==> src/rtl/fsmseq_pkg.sv <==
// fsmseq_pkg: shared sequencer states, detector state codes, error codes and w-detector reference transition
package fsmseq_pkg;
  typedef enum logic [2:0] {IDLE, RST, RCHK, APPLY, STEP, CHECK, DONE, ERR} seq_state_t;
  localparam logic [2:0] ST_A = 3'd0;
  localparam logic [2:0] ST_B = 3'd1;
  localparam logic [2:0] ST_C = 3'd2;
  localparam logic [2:0] ST_D = 3'd3;
  localparam logic [2:0] ST_E = 3'd4;
  localparam logic [2:0] EC_NONE   = 3'b000;
  localparam logic [2:0] EC_ONEHOT = 3'b001;
  localparam logic [2:0] EC_STATE  = 3'b010;
  localparam logic [2:0] EC_Z      = 3'b011;
  localparam logic [2:0] EC_GOLDEN = 3'b100;
  function automatic logic [2:0] det_next(input logic [2:0] s, input logic w);
    return w ? ((s == ST_D || s == ST_E) ? ST_E : ST_D)
             : ((s == ST_B || s == ST_C) ? ST_C : ST_B);
  endfunction
  function automatic logic det_z(input logic [2:0] s);
    return s == ST_C || s == ST_E;
  endfunction
endpackage

==> src/rtl/onehot_to_bin.sv <==
// onehot_to_bin: 5-bit one-hot detector state to 3-bit index, valid when exactly one bit is set
module onehot_to_bin (
  input  logic [4:0] onehot,
  output logic [2:0] index,
  output logic       valid
);
  assign valid = (onehot != 5'd0) && ((onehot & (onehot - 5'd1)) == 5'd0);
  assign index = onehot[4] ? 3'd4 : onehot[3] ? 3'd3 : onehot[2] ? 3'd2 : onehot[1] ? 3'd1 : 3'd0;
endmodule

==> src/rtl/fsm_lockstep_sequencer.sv <==
// fsm_lockstep_sequencer: steps one-hot and binary w-detectors through a stored pattern and cross-checks them.
// FSMSEQ_GOLDEN_EN adds an internal reference detector checked after every step (error code 100).
module fsm_lockstep_sequencer
  import fsmseq_pkg::*;
#(
  parameter int MAX_LEN = 16,
  parameter int LEN_W   = $clog2(MAX_LEN + 1)
) (
  input  logic               clk,
  input  logic               reset_n,
  input  logic               start,
  input  logic [MAX_LEN-1:0] pattern,
  input  logic [LEN_W-1:0]   length,
  output logic               w,
  output logic               step,
  output logic               fsm_reset,
  input  logic [4:0]         onehot_state,
  input  logic [2:0]         binary_state,
  input  logic               z_onehot,
  input  logic               z_binary,
  output logic               busy,
  output logic               done,
  output logic               error,
  output logic [2:0]         error_code,
  output logic [LEN_W-1:0]   fail_step,
  output logic [LEN_W-1:0]   step_count
);
  localparam int IDX_W = $clog2(MAX_LEN);
  seq_state_t state;
  logic [MAX_LEN-1:0] pattern_q;
  logic [LEN_W-1:0] len_q, idx, idx_nxt;
  logic [2:0] oh_index, rchk_code, chk_code, golden_code;
  logic oh_valid;
  onehot_to_bin u_oh (.onehot(onehot_state), .index(oh_index), .valid(oh_valid));
  assign idx_nxt = idx + LEN_W'(1);
  assign rchk_code = !oh_valid ? EC_ONEHOT
                   : (oh_index != ST_A || binary_state != ST_A) ? EC_STATE
                   : (z_onehot || z_binary) ? EC_Z : EC_NONE;
  assign chk_code = !oh_valid ? EC_ONEHOT
                  : oh_index != binary_state ? EC_STATE
                  : z_onehot != z_binary ? EC_Z : golden_code;
`ifdef FSMSEQ_GOLDEN_EN
  logic [2:0] gold;
  always_ff @(posedge clk or negedge reset_n)
    if (!reset_n) gold <= ST_A;
    else if (state == RST) gold <= ST_A;
    else if (state == STEP) gold <= det_next(gold, w);
  assign golden_code = (binary_state != gold || z_binary != det_z(gold)) ? EC_GOLDEN : EC_NONE;
`else
  assign golden_code = EC_NONE;
`endif
  always_ff @(posedge clk or negedge reset_n)
    if (!reset_n) begin
      state      <= IDLE;
      pattern_q  <= '0;
      len_q      <= '0;
      idx        <= '0;
      w          <= 1'b0;
      step       <= 1'b0;
      fsm_reset  <= 1'b0;
      busy       <= 1'b0;
      done       <= 1'b0;
      error      <= 1'b0;
      error_code <= EC_NONE;
      fail_step  <= '0;
      step_count <= '0;
    end else begin
      case (state)
        IDLE: if (start) begin
          pattern_q  <= pattern;
          len_q      <= (length > LEN_W'(MAX_LEN)) ? LEN_W'(MAX_LEN) : length;
          idx        <= '0;
          done       <= 1'b0;
          error      <= 1'b0;
          error_code <= EC_NONE;
          fail_step  <= '0;
          step_count <= '0;
          fsm_reset  <= 1'b1;
          busy       <= 1'b1;
          state      <= RST;
        end
        RST: begin
          fsm_reset <= 1'b0;
          state     <= RCHK;
        end
        RCHK: if (rchk_code != EC_NONE) begin
          error      <= 1'b1;
          error_code <= rchk_code;
          fail_step  <= '0;
          busy       <= 1'b0;
          state      <= ERR;
        end else if (len_q == '0) begin
          done  <= 1'b1;
          busy  <= 1'b0;
          state <= DONE;
        end else state <= APPLY;
        APPLY: begin
          w     <= pattern_q[idx[IDX_W-1:0]];
          step  <= 1'b1;
          state <= STEP;
        end
        STEP: begin
          step  <= 1'b0;
          state <= CHECK;
        end
        CHECK: if (chk_code != EC_NONE) begin
          error      <= 1'b1;
          error_code <= chk_code;
          fail_step  <= idx_nxt;
          busy       <= 1'b0;
          state      <= ERR;
        end else begin
          step_count <= idx_nxt;
          if (idx_nxt == len_q) begin
            done  <= 1'b1;
            busy  <= 1'b0;
            state <= DONE;
          end else begin
            idx   <= idx_nxt;
            state <= APPLY;
          end
        end
        default: state <= IDLE;
      endcase
    end
endmodule
==> config.mk <==
export PLATFORM = sky130hd
export DESIGN_NAME = fsm_lockstep_sequencer
export DESIGN_NICKNAME = d
export VERILOG_FILES = /design/src/rtl/fsmseq_pkg.sv /design/src/rtl/onehot_to_bin.sv /design/src/rtl/fsm_lockstep_sequencer.sv
export SDC_FILE = /design/constraint.sdc
export NUM_CORES = 1
export LEC_CHECK = 0
export CAP_MARGIN = 20
export CORE_MARGIN = 3
export CORE_UTILIZATION = 35
export CTS_BUF_LIST = sky130_fd_sc_hd__clkbuf_16
export CTS_CLUSTER_SIZE = 40
export DETAILED_ROUTE_END_ITERATION = 12
export GPL_ROUTABILITY_DRIVEN = 0
export PLACE_DENSITY = 0.65
export SLEW_MARGIN = 10
export SYNTH_ARGS = -nofsm -noshare
export SYNTH_HDL_FRONTEND = slang
export SYNTH_HIERARCHICAL = 1
export SYNTH_SLANG_ARGS = --single-unit
==> constraint.sdc <==
create_clock -name clk -period 1.9 [get_ports clk]
set_input_delay 0.38 -clock clk [delete_from_list [all_inputs] [get_ports clk]]
set_output_delay 0.38 -clock clk [all_outputs]
set_load 0.005 [all_outputs]
-- Word level (Yosys, flattened, before mapping)
Cells that the tools add are included.
- add/subtract/negate cells: 2
- $lt $le $gt $ge: 2
- equality and inequality tests: 18
- mux-type cells: 49
- bitwise gates (word level): 1
- reductions and logical operators: 22
- operator list (kind ; number):
    $mux W5 ; 7
    $mux W3 ; 11
    $pmux W5 S2 ; 2
    $pmux W3 S6 ; 1
    $ne A2 B2 Y1 const B ; 8
    $pmux W5 S3 ; 1
    $reduce_bool A3 Y1 ; 5
    $mux W1 ; 14
    $mux W2 ; 6
    $reduce_and A4 Y1 ; 3
    $logic_not A5 Y1 ; 2
    $pmux W1 S3 ; 3
    $pmux W3 S3 ; 1
    $eq A3 B2 Y1 const B ; 2
    $eq A3 B3 Y1 const B ; 2
    $ne A3 B3 Y1 const B ; 2
    $reduce_and A6 Y1 ; 1
    $reduce_bool A2 Y1 ; 3
    $add A5 B1 Y5 const B ; 1
    $and A5 B5 Y5 ; 1
    $eq A5 B5 Y1 ; 1
    $gt A5 B5 Y1 const B ; 1
    $lt A4 B5 Y1 const B ; 1
    $reduce_bool A5 Y1 ; 1
    11 further kinds ; 14
- register bits after elaboration: 48
- input port bits: 34
- output and inout port bits: 19
- word-level logic and storage cells: 107

-- Depth between registers and ports, before layout
Gate-level depths: netlist of run 1.
- depth in word-level cells: 11
- depth in mapped cells: 9
- depth with buffers taken out: 8

-- By module
Netlist of run 1, hierarchy kept.
- by module, submodules not included (module ; times used ; cells an instance ; area an instance (um^2) ; sequential area each (um^2)):
    fsm_lockstep_sequencer ; 1 ; 242 ; 2457.4 ; 1176.1
    onehot_to_bin ; 1 ; 13 ; 86.3 ; 0.0

-- Worst setup path after synthesis of run 1
OpenSTA, ideal clock, no wires.
- path kind: in2reg
- from: input port onehot_state[2]
- to: register idx[1]
- library setup time: 0.121 ns
- arrival time: 2.157 ns
- required time: 1.779 ns
- path slack: -0.378 ns
- cell stages on the path: 9
- path buffers: 1
- path through: xor2_1 > mux2i_1 > o311ai_2 > nor2b_1 > nand4_1 > a221o_1 > buf_4 > o21bai_1 > a22o_1
- elaborated cells on any way between the ends: 14
- classes of those cells: 1 x add/sub; 2 x eq/ne; 5 x mux; 1 x bitwise; 5 x reduce/logical
- RTL lines (what ; RTL line ; text):
    from (decl) ; fsm_lockstep_sequencer.sv:17 ; input logic [4:0] onehot_state,
    $sub A5 B1 Y5 ; onehot_to_bin.sv:7 ; assign valid = (onehot != 5'd0) && ((onehot & (onehot - 5'd1)) == 5'd0);
    $and A5 B5 Y5 ; onehot_to_bin.sv:7 ;
    $logic_not A5 Y1 ; onehot_to_bin.sv:7 ;
    $logic_and A1 B1 Y1 (*) ; onehot_to_bin.sv:7 ;
    net oh_valid ; fsm_lockstep_sequencer.sv:33 ; logic oh_valid;
    $mux W2 (*) ; fsm_lockstep_sequencer.sv:39 ; assign chk_code = !oh_valid ? EC_ONEHOT
    $reduce_bool A3 Y1 (*) ; fsm_lockstep_sequencer.sv:106 ; CHECK: if (chk_code != EC_NONE) begin
    $ne A2 B2 Y1 (no source line) (*) ; n/a ;
    $reduce_and A4 Y1 (no source line) (*) ; n/a ;
    to (signal assigned) ; fsm_lockstep_sequencer.sv:119 ; idx <= idx_nxt;
    to (decl) ; fsm_lockstep_sequencer.sv:31 ; logic [LEN_W-1:0] len_q, idx, idx_nxt;
Mark *: on every way through the listed nets, which the timed path passes. The rest lies on a longest branch.
A chain may end at the register's enable or synchronous reset.

-- Worst setup path after layout of run 1
- from: input port onehot_state[2]
- to: register step_count[3]
- elaborated cells on any way between the ends: 14
- classes of those cells: 1 x add/sub; 2 x eq/ne; 5 x mux; 1 x bitwise; 5 x reduce/logical
- RTL lines (what ; RTL line ; text):
    $sub A5 B1 Y5 ; onehot_to_bin.sv:7 ;
    $and A5 B5 Y5 ; onehot_to_bin.sv:7 ;
    $logic_not A5 Y1 ; onehot_to_bin.sv:7 ;
    $logic_and A1 B1 Y1 (*) ; onehot_to_bin.sv:7 ;
    net oh_valid ; fsm_lockstep_sequencer.sv:33 ;
    $mux W2 (*) ; fsm_lockstep_sequencer.sv:39 ;
    $reduce_bool A3 Y1 (*) ; fsm_lockstep_sequencer.sv:106 ;
    $ne A2 B2 Y1 (no source line) (*) ; n/a ;
    $reduce_and A3 Y1 (no source line) (*) ; n/a ;
    to (signal assigned) ; fsm_lockstep_sequencer.sv:113 ; step_count <= idx_nxt;
    to (decl) ; fsm_lockstep_sequencer.sv:26 ; output logic [LEN_W-1:0] step_count
Marks and branches as above.

==> results.md, run 1 <==
- Peak supply drop: around 0.00053 V
- RSZ-0062 raised after global routing: true
- Critical Path Most Common Cell: buf_6
- Final WL: 5711 µm
- Pleak: 0.001718 µW
- Vias/cell: around 4.8
- Share of cells above drive strength 1: 0.2661
- Starting density of the core: 0.3683
- Initial antenna violation count: 0
- Post-route cell area: 3692 µm²
- Seq/Total Area, Yosys: 0.4624
- Die height: 91.25 µm
- Die area: 8327 µm²
- Number of global-route vias before repair: about 2,100
- Core area: just under 7000 µm²
- Critical path type: input port to flop
- Placement Rows: 30
- Overflow after GRT: 0
- Failing checks: setup timing
- CP peak stage delay: 450 ps
- Critical path cell sequence: buf_8 > buf_6 > nor2_1 > mux2i_1 > o311ai_2 > nor2b_1 > nand4_1 > a221o_2 > buf_6 > mux2_2
- Fin util: 0.5346
- Arr. time, crit path: 2250 ps
- Min Hold Slack: 69.15 ps
- Dpl cells: 423
- Clock Root Buffer: clkbuf_16
- Tmin final: 2076 ps
- Synth Instances: 255
- TritonCTS clock tree: done
- Synth Register Bits: 47
- Hold Path Class: input port to asynchronous set/reset pin
- Startpoint types: input port
- I/O Buffers: between 50 and 60
- Net switching power figure: 1649 µW
- Post-synthesis cell area: 2544 µm²
- Post-synth ARST share: 1.000
- Post-DP Area: 3396 µm²
- Mapped Nets: 291
- DRC errors left: 0
- Final ANT Viol Nets: 0
- Post-Layout Cell Count: ~440
- Synth top area cells: dfrtp_1 (46%), nand2_1 (9.6%), mux2_2 (4.9%)
- # clock sinks: between 40 and 50
- Die Width: 91.25 µm
- Nets@finish: 377
- Slew margin rel.: 0.6459
- CTS Buf Count: 5
- Largest net degree at the start of global routing: 26
- Setup ws final: -176.2 ps
- Req. time, crit path: 2070 ps
- IO Count: between 50 and 60
- Final Hold Fails: 0
- Delay-heaviest family, CP: compound AO/OA/AOI/OAI gates
- H-tree depth: 2
- Setup-failing EPs final: 17
- Pwr dens: 1301 nW/µm²
- Wirelength per Cell: 13.04 µm
- Yosys top cell by area: dfrtp_1
- Drt pass-1 iters: 4
- P&R area growth vs syn: 45.15%
- Most used flip-flop cell after synthesis: dfrtp_1
- Antenna diode count: 0
- CP max FO: 5
- Max Transition Viols Final: 0
- FMAX: about 480 MHz
- Worst slew pin tran: 531.2 ps
- Comb pwr share: 0.490
- Syn avg cell area: 9.975 µm²
- Clock power share: 0.177
- Skew final: 4.209 ps
- Hpwl dp: 4228 µm
- YS warnings: 6
- Drt initial violations: 57
- Buf/Inv on CP: 3
- Most frequent cells in the layout: nand2_1 (65), dfrtp_1 (47), clkdlybuf4s50_1 (41)
- Clk pin slew, worst setup/hold paths: 60 ps
- Sw frac: 0.3433
- Critical path's slowest cell: a221o_2
- Leading cell type in the layout, fill and taps excluded: nand2_1
- Number of max-cap violations: 0
- CP endpoint kind: flop
- TNS Setup: -1954 ps
- CTS max path bufs: 2
- Tcrit/Tclk final: 1.093
- Worst-Skew Late Latency: 290 ps
- Int Pwr: about 3200 µW
- Run status: finished, violations left
- All-Layer GR Usage: 0.1440
- Global-route wire length before repair: slightly below 10,000 µm
- Total number of vias: 2,089
- Number of distinct library cells after synthesis: 53
- Number of synthesized flops with an enable pin: 0
- Synth top area share: 0.4624
- Sequential fraction of design power: 0.333
[area by class of cell]
type / count / area [µm²]
clock buffer: 5 / 125.1
clock inverter: 3 / 17.52
fill: 634 / 3214
inverter: 5 / 18.77
multi-input combinational: 189 / 1371
sequential: 47 / 1176
tap: 96 / 120.1
timing repair buffer: 93 / 863.3
[kinds of logic after synthesis]
logic type / after synthesis / synth area share
AND/OR/NAND/NOR: 116 / 0.2223
XOR/XNOR: 12 / 0.05263
other: 1 / 0.001474
AO/OA/AOI/OAI: 40 / 0.1151
adder cells (fa/ha/maj): 2 / 0.009836
multiplexers: 17 / 0.09690
buffers and inverters: 20 / 0.03935
flip-flops: 47 / 0.4624
[Yosys cell counts (5+ instances only)]
master / number
inv_1: 5
buf_2: 5
clkbuf_1: 5
dfrtp_1: 47
a21oi_1: 11
mux4_2: 5
xnor2_1: 7
nor2_1: 12
o21ai_0: 7
nand2b_1: 6
nand2_1: 65
mux2_2: 11
[worst paths after layout]
path,startpoint,to,slack (ps),cells past startpoint
max,onehot_state[2],step_count[3],-180,10
min,reset_n,fail_step[2],70,1
max reg2reg,idx[0],done,-30,7
min reg2reg,pattern_q[14],pattern_q[14],470,2
max in group asynchronous,reset_n,w,1310,2
min in group clk,pattern_q[14],pattern_q[14],470,2
[registers in the layout, summed over array words and instances, names as in the netlist]
| signal | cells |
|---|---|
| step_count | 5 |
| fsm_reset | 1 |
| error | 1 |
| len_q | 5 |
| step | 1 |
| idx | 5 |
| state | 3 |
| fail_step | 5 |
| w | 1 |
| done | 1 |
| pattern_q | 16 |
| error_code | 2 |
| busy | 1 |
[metal layers]
metal / wire [µm] / part of all wire / vias to the layer above / GRT usage
met3: 214 / 0.037 / 5 / 0.03645
met4: 71 / 0.012 / 0 / 0.04146
met2: 2674 / 0.47 / 38 / 0.2269
met1: 2751 / 0.48 / 990 / 0.1965
met5: 0 / 0 / - / 0
li1: - / - / 1056 / -
[metrics by stage]
stage / setup slack (ps) / power [µW]
finish: -176.2 / 4803
global route: -244.6 / 5158
CTS: -158.6 / 4800
detailed placement: -860.4 / 3770
global placement: -834.4 / 3723
floorplan: -365.7 / 2816
[power by group through the flow]
stage / Clock (µW) / Sequential, µW / Combinational [µW]
after floorplan: 0 / 1520 / 1300
after global placement: 0 / 1610 / 2120
after detailed placement: 0 / 1610 / 2160
after CTS: 889 / 1600 / 2310
after global routing: 917 / 1650 / 2590
final: 851 / 1600 / 2350
[worst reg2reg max path, stage by stage (launching register included)]
cell and delay, ps:
dfrtp_1 410, ha_2 210, buf_4 140, and3_1 180
xnor3_2 290, nand3_4 130, a221oi_4 340, a22o_1 180
[repair_timing]
action	CTS	global route
hold buffers	0	0
gates cloned	1	0
setup buffers	4	4
setup endpoints to repair	23	22
pin swaps	17	16
resized for setup	32	19
Note: power is estimated with default switching activity, not from simulation.
==> run 2, diff against run 1 <==
- PLACE_DENSITY: 0.65 -> 0.62
- clock period: 1.9 -> 2.68 ns (I/O delays scaled with it)
==> results.md, run 2 (same netlist as run 1, synthesis figures left out) <==
- Global-route wire length before repair: 9453 µm
- RSZ-0062 raised after global routing: false
- CP max FO: 7
- Tmin final: 2537 ps
- FMAX: 394.1 MHz
- CTS max path bufs: 2
- Setup Buffers After CTS: 0
- Share of cells above drive strength 1: 0.1693
- Antenna diode count: 0
- Vias/cell: 4.802
- Slew margin rel.: 0.6071
- Pwr dens: 900.7 nW/µm²
- Setup WS pre-CTS: -287.5 ps
- Hold Path Class: input port to asynchronous set/reset pin
- Worst-Skew Late Latency: between 200 and 300 ps
- Tcrit/Tclk final: 0.9467
- Die height: 91.25 µm
- Flop-to-flop setup slack: between 500 and 600 ps
- Most frequent cells in the layout: nand2_1 (65), clkdlybuf4s50_1 (48), dfrtp_1 (47)
- Core area: 6907 µm²
- Layout fillers: 664
- Initial antenna violation count: 0
- Clock Root Buffer: clkbuf_16
- Final WL: 5525 µm
- I/O Buffers: 51
- Nets@finish: between 300 and 400
- CP peak stage delay: 510 ps
- Setup-failing EPs final: 0
- Largest net degree at the start of global routing: 26
- Critical path type: input port to flop
- Placement Rows: 30
- Total number of vias: 1,993
- Depth of the most critical reg-to-reg path: 6
- Critical path cell sequence: clkdlybuf4s50_1 > mux2i_1 > o311ai_2 > nor2b_2 > nand4_1 > a221o_2 > buf_4 > a211o_1
- TritonCTS clock tree: done
- CP endpoint kind: flop
- RR Startpoint: idx[0]
- Final Hold Fails: 0
- DRC errors left: 0
- Number of global-route vias before repair: 2,027
- Number of max-cap violations: 0
- Final ANT Viol Nets: 0
- # clock sinks: 47
- Die area: 8327 µm²
- Arr. time, crit path: between 2000 and 3000 ps
- Overflow after GRT: 0
- Skew final: 6.106 ps
- Drt pass-1 iters: 4
- Worst slew pin tran: around 590 ps
- Total power: 3077 µW
- Hpwl dp: roughly 4100 µm
- Setup ws final: around 140 ps
- Wirelength per Cell: 13.31 µm
- R2R Path End: state[0]
- All-Layer GR Usage: 0.1387
- Peak supply drop: about 0.00033 V
- Pleak: 0.001566 µW
- Max reg flops: 16
- Starting density of the core: 0.3683
- Die Width: 91.25 µm
- Post-Layout Cell Count: 415
- Max Transition Viols Final: 0
- Leading cell type in the layout, fill and taps excluded: nand2_1
- Drt initial violations: between 100 and 150
- IO Count: 53
- P&R area growth vs syn: 34.28%
- Fin util: 0.4946
- Req. time, crit path: 2840 ps
- Clk pin slew, worst setup/hold paths: 60 ps
- Dpl cells: 407
- CTS Buf Count: 5
- Largest reg by FF count: pattern_q
- H-tree depth: 2
- Critical path's slowest cell: clkdlybuf4s50_1
- Startpoint types: input port
- Run status: finished clean
## run 2: worst max-delay path by stage
stage	start	endpoint	depth (start not counted)	slack (ps)
2_1_floorplan	onehot_state[2]	idx[1]	9	250
3_3_place_gp	onehot_state[4]	step_count[2]	9	-250
3_5_place_dp	onehot_state[4]	idx[2]	9	-290
4_1_cts	onehot_state[4]	idx[2]	9	30
5_1_grt	onehot_state[0]	idx[2]	8	40
6_report	onehot_state[0]	idx[2]	8	140
## run 2: cell type report
cell class | instances | area, µm² | share of cell area
repair buffers | 71 | 676.9 | 0.1982
inverters | 5 | 18.77 | 0.005494
well taps | 96 | 120.1 | 0.03516
multi-input cells | 188 | 1282 | 0.3755
flip-flops and latches | 47 | 1176 | 0.3443
clock buffers | 5 | 125.1 | 0.03663
clock inverters | 3 | 16.27 | 0.004762
## run 2: layer usage
layer | global-route usage | up-vias | share of wire
li1 | - | 1008 | -
met1 | 0.1898 | 927 | 0.48
met2 | 0.2269 | 53 | 0.46
met3 | 0.03397 | 5 | 0.051
met4 | 0.02261 | 0 | 0.0056
met5 | 0 | - | 0
## run 2: what timing repair did
item	4_1_cts	5_1_grt
hold buffers	0	0
pin swaps	1	2
resized for setup	2	5
endpoints found under the setup margin	6	14
gates cloned	0	0
## run 2: worst max-delay path, delay by kind of cell
family	cells	cell delay [ps]
compound gates	3	1050
buf+inv	2	680
mux	1	110
simple gates	2	310
## run 2: report_power, final
group | internal [µW] | total [µW] | switching [µW] | leakage (µW)
combinational | 709 | 1320 | 611 | 0.000890
clock | 341 | 599 | 258 | 0.0000710
sequential | 959 | 1160 | 198 | 0.000605
## run 2: per-stage QoR
step | area, µm² | setup TNS, ps | hold WS (ps)
after floorplan | 2544 | 0 | 240.4
after global placement | 3251 | -3255 | 455.7
after detailed placement | 3251 | -3343 | 461.3
after CTS | 3400 | 0 | 275.4
after global routing | 3416 | 0 | 301.9
final | 3416 | 0 | 254.3
